==> src/rtl/lsu_pkg.sv <==
`default_nettype none
// ============================================================================
// Module      : lsu_pkg
// Description : Shared types, funct3 encodings and helper functions for the
//               load/store unit (FSM state enum, byte-enable generation,
//               store-lane replication, misalignment detection).
// Revision    : 1.0 - initial release
// ============================================================================
package lsu_pkg;

    typedef enum logic [1:0] {
        ST_IDLE = 2'd0,
        ST_REQ  = 2'd1,
        ST_WAIT = 2'd2,
        ST_DONE = 2'd3
    } lsu_state_e;

    localparam logic [2:0] F3_B  = 3'b000;
    localparam logic [2:0] F3_H  = 3'b001;
    localparam logic [2:0] F3_W  = 3'b010;
    localparam logic [2:0] F3_BU = 3'b100;
    localparam logic [2:0] F3_HU = 3'b101;

    // Unsigned variants only exist for loads; a store with BU/HU (or any
    // undefined funct3) gets no byte enables but still handshakes.
    function automatic logic [3:0] be_gen(input logic [2:0] f3,
                                          input logic [1:0] lo,
                                          input logic       we);
        logic [3:0] be;
        be = 4'b0000;
        case (f3)
            F3_B:    be = 4'b0001 << lo;
            F3_H:    be = 4'b0011 << {lo[1], 1'b0};
            F3_W:    be = 4'b1111;
            F3_BU:   if (!we) be = 4'b0001 << lo;
            F3_HU:   if (!we) be = 4'b0011 << {lo[1], 1'b0};
            default: be = 4'b0000;
        endcase
        return be;
    endfunction

    function automatic logic [31:0] wdata_rep(input logic [2:0]  f3,
                                              input logic [31:0] wd);
        logic [31:0] rep;
        case (f3)
            F3_B:    rep = {4{wd[7:0]}};
            F3_H:    rep = {2{wd[15:0]}};
            default: rep = wd;
        endcase
        return rep;
    endfunction

    function automatic logic is_misaligned(input logic [2:0] f3,
                                           input logic [1:0] lo);
        logic mis;
        case (f3)
            F3_H, F3_HU: mis = lo[0];
            F3_W:        mis = (lo != 2'b00);
            default:     mis = 1'b0;
        endcase
        return mis;
    endfunction

endpackage : lsu_pkg
`default_nettype wire

==> src/rtl/lsu_load_ext.sv <==
`default_nettype none
// ============================================================================
// Module      : lsu_load_ext
// Description : Combinational load-lane select and sign/zero extension.
//               Byte lane chosen by addr_lo[1:0], halfword lane by
//               addr_lo[1] (addr_lo[0] ignored, giving natural alignment).
// Ports       : funct3  - access type
//               addr_lo - low byte-address bits of the access
//               rdata   - raw memory word
//               result  - extended 32-bit load value (0 for undefined funct3)
// Revision    : 1.0 - initial release
// ============================================================================
module lsu_load_ext
    import lsu_pkg::*;
(
    input  logic [2:0]  funct3,
    input  logic [1:0]  addr_lo,
    input  logic [31:0] rdata,
    output logic [31:0] result
);

    logic [7:0]  w_byte;
    logic [15:0] w_half;

    always_comb begin
        w_byte = 8'h00;
        w_half = 16'h0000;
        result = 32'h0000_0000;

        case (addr_lo)
            2'd0:    w_byte = rdata[7:0];
            2'd1:    w_byte = rdata[15:8];
            2'd2:    w_byte = rdata[23:16];
            default: w_byte = rdata[31:24];
        endcase

        w_half = addr_lo[1] ? rdata[31:16] : rdata[15:0];

        case (funct3)
            F3_B:    result = {{24{w_byte[7]}}, w_byte};
            F3_BU:   result = {24'h000000, w_byte};
            F3_H:    result = {{16{w_half[15]}}, w_half};
            F3_HU:   result = {16'h0000, w_half};
            F3_W:    result = rdata;
            default: result = 32'h0000_0000;
        endcase
    end

endmodule : lsu_load_ext
`default_nettype wire

==> src/rtl/lsu_ctrl.sv <==
`default_nettype none
// ============================================================================
// Module      : lsu_ctrl
// Description : Load/store unit between execute stage and a variable-latency
//               data memory. One access per instruction, core stalled while
//               the access is in flight. Word-aligned memory transaction with
//               byte enables and valid/ready handshake; load data extended.
// Config      : MISALIGN_TRAP_EN - when defined, misaligned accesses skip the
//               memory and complete with misalign=1. When undefined, low
//               address bits are forced to natural alignment.
// Ports       : clk, reset (sync, active-low)
//               req_*      - core request (held while stall=1)
//               stall/done/load_data/misalign - core response
//               mem_req_*, mem_we/be/addr/wdata - memory request channel
//               mem_rsp_valid, mem_rdata      - memory load response
// Revision    : 1.0 - initial release
// ============================================================================
module lsu_ctrl
    import lsu_pkg::*;
#(
    parameter int ADDR_W = 32
) (
    input  logic              clk,
    input  logic              reset,
    input  logic              req_valid,
    input  logic              req_we,
    input  logic [2:0]        req_funct3,
    input  logic [ADDR_W-1:0] req_addr,
    input  logic [31:0]       req_wdata,
    output logic              stall,
    output logic              done,
    output logic [31:0]       load_data,
    output logic              misalign,
    output logic              mem_req_valid,
    input  logic              mem_req_ready,
    output logic              mem_we,
    output logic [3:0]        mem_be,
    output logic [ADDR_W-1:0] mem_addr,
    output logic [31:0]       mem_wdata,
    input  logic              mem_rsp_valid,
    input  logic [31:0]       mem_rdata
);

    lsu_state_e        r_state;
    lsu_state_e        w_state_nxt;

    logic [2:0]        r_funct3;
    logic [1:0]        r_addr_lo;
    logic              r_done;
    logic              r_misalign;
    logic [31:0]       r_load_data;
    logic              r_mem_req_valid;
    logic              r_mem_we;
    logic [3:0]        r_mem_be;
    logic [ADDR_W-1:0] r_mem_addr;
    logic [31:0]       r_mem_wdata;

    logic              w_start;
    logic              w_trap_req;
    logic              w_accept;
    logic              w_rsp;
    logic [31:0]       w_ext;

`ifdef MISALIGN_TRAP_EN
    assign w_trap_req = is_misaligned(req_funct3, req_addr[1:0]);
`else
    assign w_trap_req = 1'b0;
`endif

    always_ff @(posedge clk) begin
        if (!reset) begin
            r_state <= ST_IDLE;
        end else begin
            r_state <= w_state_nxt;
        end
    end

    always_comb begin
        w_state_nxt = r_state;
        stall       = 1'b0;
        w_start     = 1'b0;
        w_accept    = 1'b0;
        w_rsp       = 1'b0;
        case (r_state)
            ST_IDLE: begin
                if (req_valid) begin
                    stall       = 1'b1;
                    w_start     = 1'b1;
                    w_state_nxt = w_trap_req ? ST_DONE : ST_REQ;
                end
            end
            ST_REQ: begin
                stall = 1'b1;
                if (mem_req_ready) begin
                    w_accept    = 1'b1;
                    w_state_nxt = r_mem_we ? ST_DONE : ST_WAIT;
                end
            end
            ST_WAIT: begin
                stall = 1'b1;
                if (mem_rsp_valid) begin
                    w_rsp       = 1'b1;
                    w_state_nxt = ST_DONE;
                end
            end
            // req_valid still belongs to the retiring instruction here.
            default: begin
                w_state_nxt = ST_IDLE;
            end
        endcase
    end

    // Extraction uses the latched low address bits, not the live request.
    lsu_load_ext u_load_ext (
        .funct3  (r_funct3),
        .addr_lo (r_addr_lo),
        .rdata   (mem_rdata),
        .result  (w_ext)
    );

    always_ff @(posedge clk) begin
        if (!reset) begin
            r_funct3        <= 3'b000;
            r_addr_lo       <= 2'b00;
            r_done          <= 1'b0;
            r_misalign      <= 1'b0;
            r_load_data     <= 32'h0000_0000;
            r_mem_req_valid <= 1'b0;
            r_mem_we        <= 1'b0;
            r_mem_be        <= 4'b0000;
            r_mem_addr      <= '0;
            r_mem_wdata     <= 32'h0000_0000;
        end else begin
            // DONE always lasts one cycle, so this yields a single pulse.
            r_done     <= (w_state_nxt == ST_DONE);
            r_misalign <= w_start && w_trap_req;

            if (w_start) begin
                r_funct3  <= req_funct3;
                r_addr_lo <= req_addr[1:0];
                if (w_trap_req) begin
                    r_load_data <= 32'h0000_0000;
                end else begin
                    r_mem_req_valid <= 1'b1;
                    r_mem_we        <= req_we;
                    r_mem_be        <= be_gen(req_funct3, req_addr[1:0], req_we);
                    r_mem_addr      <= {req_addr[ADDR_W-1:2], 2'b00};
                    r_mem_wdata     <= wdata_rep(req_funct3, req_wdata);
                end
            end

            if (w_accept) begin
                r_mem_req_valid <= 1'b0;
            end

            if (w_rsp) begin
                r_load_data <= w_ext;
            end
        end
    end

    assign done          = r_done;
    assign misalign      = r_misalign;
    assign load_data     = r_load_data;
    assign mem_req_valid = r_mem_req_valid;
    assign mem_we        = r_mem_we;
    assign mem_be        = r_mem_be;
    assign mem_addr      = r_mem_addr;
    assign mem_wdata     = r_mem_wdata;

endmodule : lsu_ctrl
`default_nettype wire

==> config.mk <==
export PLATFORM = sky130hd
export DESIGN_NAME = lsu_ctrl
export DESIGN_NICKNAME = d
export VERILOG_FILES = /design/src/rtl/lsu_pkg.sv /design/src/rtl/lsu_load_ext.sv /design/src/rtl/lsu_ctrl.sv
export SDC_FILE = /design/constraint.sdc
export NUM_CORES = 1
export LEC_CHECK = 0
export BUFFER_PORTS_ARGS = -buffer_cell sky130_fd_sc_hd__buf_2
export CORE_MARGIN = 3
export CORE_UTILIZATION = 43
export DETAILED_ROUTE_END_ITERATION = 12
export HOLD_SLACK_MARGIN = 0.03
export PLACE_DENSITY = 0.77
export SLEW_MARGIN = 20
export SYNTH_ARGS = -nofsm -noshare
export SYNTH_HDL_FRONTEND = slang
export SYNTH_SLANG_ARGS = --single-unit
==> constraint.sdc <==
create_clock -name clk -period 1.96 [get_ports clk]
set_clock_uncertainty 0.15 [all_clocks]
set_input_delay 0.392 -clock clk [delete_from_list [all_inputs] [get_ports clk]]
set_output_delay 0.392 -clock clk [all_outputs]
set_load 0.005 [all_outputs]
==> results.py <==
metrics = {
    "synthesis": {
        "synth_top_area_share": 0.453,
        "synth_top_area_cell": "dfxtp_1",
        "ys.flop_type": "dfxtp_1",
        "yosysWarnings": 0,
        "synth_seq_cells": 108,
        "yosys-top-cells-area": "dfxtp_1 (45%), nand2_1 (11%), a21boi_1 (7.6%), a221o_1 (4.8%), o211a_1 (3.6%)",
        "syn_area_per_cell_sq_um": 9.13,
        "synth_edf_count": 0,
        "async_flop_share": 0,
        "synth.distinct_cells": 49,
        "synth_seq_area_share": 0.453,
        "syn_area_sq_um": 4770,
        "synthCells": 522,
    },
    "detailed_routing": {
        "routed_wl_um": 14100,
        "antenna_left": 0,
        "drtPass1Iterations": 6,
        "post-route-drc-count": 0,
        "num_vias": 4653,
        "routed_via_density": 5.40,
        "post_drt_wl_per_cell_um": 16.3,
        "drt_iter0_drc": 322,
    },
    "run_status": {
        "status": "complete, no violations",
    },
    "timing": {
        "worst_slew_pin_slew_ns": 0.545,
        "fmax_ghz": 0.516,
        "fin_ws_ns": 0.0224,
        "max_slew_margin": 0.636,
        "whs_ns": 0.0919,
        "rsz0062_at_grt": "yes",
        "slew_viol_final": 0,
        "setup_viol": 0,
        "period_needed_ns": 1.94,
        "hold_viol": 0,
        "min_period_over_period": 0.989,
    },
    "final_layout": {
        "multiInputGateArea_sq_um": 2430,
        "fill_cells": 949,
        "area_growth_pct": 32.0,
        "stdcell_area_sq_um": 6300,
        "layout.area.seq_sq_um": 2160,
        "antennaDiodeCount": 0,
        "layout.nets": 830,
        "drive_gt1_frac": 0.372,
    },
    "power": {
        "p_seq_frac": 0.457,
        "switching_share": 0.281,
        "p_comb_frac": 0.226,
        "ir_drop_mv": 0.561,
        "internal_power_mw": 3.94,
        "power_switching_mw": 1.54,
        "powerDensity_nw_per_um2": 870,
        "clockPowerShare": 0.316,
        "p_leak_nw": 3.12,
    },
    "setup_path": {
        "worst_ep_arrival_time_ns": 1.40,
        "cp-endpoint": "stall",
        "reg2reg_from": "r_addr_lo[1]",
        "start_kind": "flip-flop",
        "critical-path-slowest-cell": "dfxtp_2",
        "max_stage_delay_ns": 0.36,
        "worstSetupPathType": "flip-flop to primary output",
        "reg2reg_setup_slack_ns": 0.12,
        "path_cells": "inv_2, ha_4, and2_4, nor2_1, nor2_1, buf_2",
        "worstSetupEndpointType": "primary output",
        "crit_path_start": "r_state[1]",
        "worstPathMaxFanout": 4,
        "r2r_cells": 4,
        "r2r-end": "load_data[10]",
        "critPathRequiredTime_ns": 1.42,
        "cpMostUsedCell": "nor2_1",
    },
    "die": {
        "initial_core_util": 0.452,
        "num_rows": 37,
        "ios": 210,
        "design.die.area_sq_um": 12400,
        "die_w_um": 111,
        "die_height_um": 111,
        "design.core.area_sq_um": 10600,
    },
    "grt": {
        "grt_max_degree": 74,
        "antenna_found_initial": 0,
        "grt_pass1_wl_um": 22900,
        "grt_overflow_total": 0,
        "grt_pass1_vias": 4638,
        "grt_use_total": 0.224,
    },
    "placed_design": {
        "placedInstanceArea_sq_um": 5990,
        "gp_congestion": 0.863,
        "portBuffers": 206,
        "post-place-ws_ns": -0.142,
        "place.detailed.hpwl_um": 10600,
    },
    "clock_network": {
        "clock_path_buffers": 2,
        "cts_hold_buf": 0,
        "clkLatencyLatePin_ns": 0.37,
        "path_clk_slew_ns": 0.11,
        "cts-root-buf": "clkbuf_8",
        "cts_made_buffers": 9,
        "cts_tree": "done",
        "clock_sinks": 108,
        "htreeDepth": 3,
    },
    "job": {
        "cap_violations": 0,
    },
    "min_path": {
        "hp-class": "input pin to flip-flop",
    },
}
## cells in the mapped netlist, types with 2 or more instances
library cell and n:
nand2_1 138, dfxtp_1 108, a21boi_1 48, clkbuf_1 32, a221o_1 23, o211a_1 17
mux2i_1 16, o211ai_1 11, nand3_1 10, nor2_1 10, a21boi_0 9, and2_1 9
o21ai_0 8, o21ai_1 8, a222oi_1 7, mux2_2 7, o221a_1 7, buf_2 5
nor2b_1 5, ha_1 4, inv_1 4, buf_4 3, a2111oi_4 2, a21oi_1 2
nand2b_1 2, nor2_2 2, nor3_1 2, o31ai_1 2
## registers in the layout, indices dropped and copies added, names as in the netlist
| name | flops |
|---|---|
| mem_we | 1 |
| mem_wdata | 32 |
| r_state | 2 |
| r_funct3 | 3 |
| mem_addr | 30 |
| mem_be | 4 |
| done | 1 |
| r_addr_lo | 2 |
| mem_req_valid | 1 |
| load_data | 32 |
## cell families (layout without fill, tap and decap cells)
family / count (synthesis) / count (layout) / share of synthesized area
DFF: 108 / 108 / 0.453
and+or+nand+nor: 185 / 185 / 0.165
AOI/OAI and AO/OA: 152 / 152 / 0.272
buffers and inverters: 47 / 249 / 0.0422
adders and majority gates: 4 / 4 / 0.0105
other: 1 / 3 / 0.000786
muxes: 25 / 25 / 0.0562
## cells in the final DEF (no fill, tap or decap), drive strengths merged, types with 3 or more instances in the layout
cell type,n
dfxtp,108
mux2,8
a21oi,3
mux2i,17
bufinv,4
nor2,12
o221a,7
and2,9
a221o,23
a222oi,7
o211a,17
conb,3
ha,4
o211ai,11
nand3,10
clkinv,3
buf,228
nor3,3
clkbuf,9
nor2b,5
inv,5
nand2,138
o21ai,16
a21boi,57
## layout make-up
cell class | count | area share
Multi-Input combinational cell | 369 | 0.387
Sequential cell | 108 | 0.344
Timing Repair Buffer | 228 | 0.198
Tap cell | 136 | 0.0270
Clock inverter | 7 | 0.0221
Clock buffer | 9 | 0.0197
Inverter | 5 | 0.00298
## power by group through the flow
stage | combinational (mW) | clock, mW | sequential, mW
2_1_floorplan | 0.675 | 0 | 2.55
3_3_place_gp | 1.19 | 0 | 2.54
3_5_place_dp | 1.22 | 0 | 2.55
4_1_cts | 1.23 | 1.78 | 2.50
5_1_grt | 1.38 | 1.87 | 2.53
6_report | 1.24 | 1.73 | 2.50
## what timing repair did
item,in CTS,in global routing
endpoints found under the setup margin,17,28
resized for setup,3,5
buffers inserted,1,1
pin swaps,1,1
## layer usage
metal	vias up	global-route usage	routed length, um
met5	-	0	0
met4	0	0.0884	295
met3	21	0.0797	1400
met2	199	0.376	6650
met1	2180	0.261	5720
li1	2253	-	-
## critical path, delay by kind of cell, from the launching register on
kind	cells	cell delay, ns
adder cells (fa/ha/maj)	1	0.17
buffers and inverters	2	0.20
flip-flops	1	0.36
AND/OR/NAND/NOR	3	0.31
## metrics by stage
| stage | setup TNS (ns) | utilization | power [mW] | std cells |
|---|---|---|---|---|
| 2_1_floorplan | 0 | - | 3.23 | 524 |
| 3_3_place_gp | -0.770 | 0.567 | 3.73 | 844 |
| 3_5_place_dp | -2.04 | 0.567 | 3.77 | 844 |
| 4_1_cts | -0.0763 | 0.594 | 5.52 | 861 |
| 5_1_grt | -0.0543 | 0.596 | 5.78 | 862 |
| 6_report | 0 | 0.596 | 5.48 | 862 |
## worst min path at each step
stage | startpoint | to | slack, ns | depth (start not counted)
2_1_floorplan | r_funct3[2] | r_funct3[2] | 0.29 | 2
3_3_place_gp | load_data[1] | load_data[1] | 0.29 | 2
3_5_place_dp | mem_addr[29] | mem_addr[29] | 0.29 | 2
4_1_cts | req_addr[8] | mem_addr[8] | 0.07 | 3
5_1_grt | req_addr[15] | mem_addr[15] | 0.08 | 3
6_report | req_addr[4] | mem_addr[4] | 0.09 | 3
No activity file was read; power rests on OpenSTA's default activity.
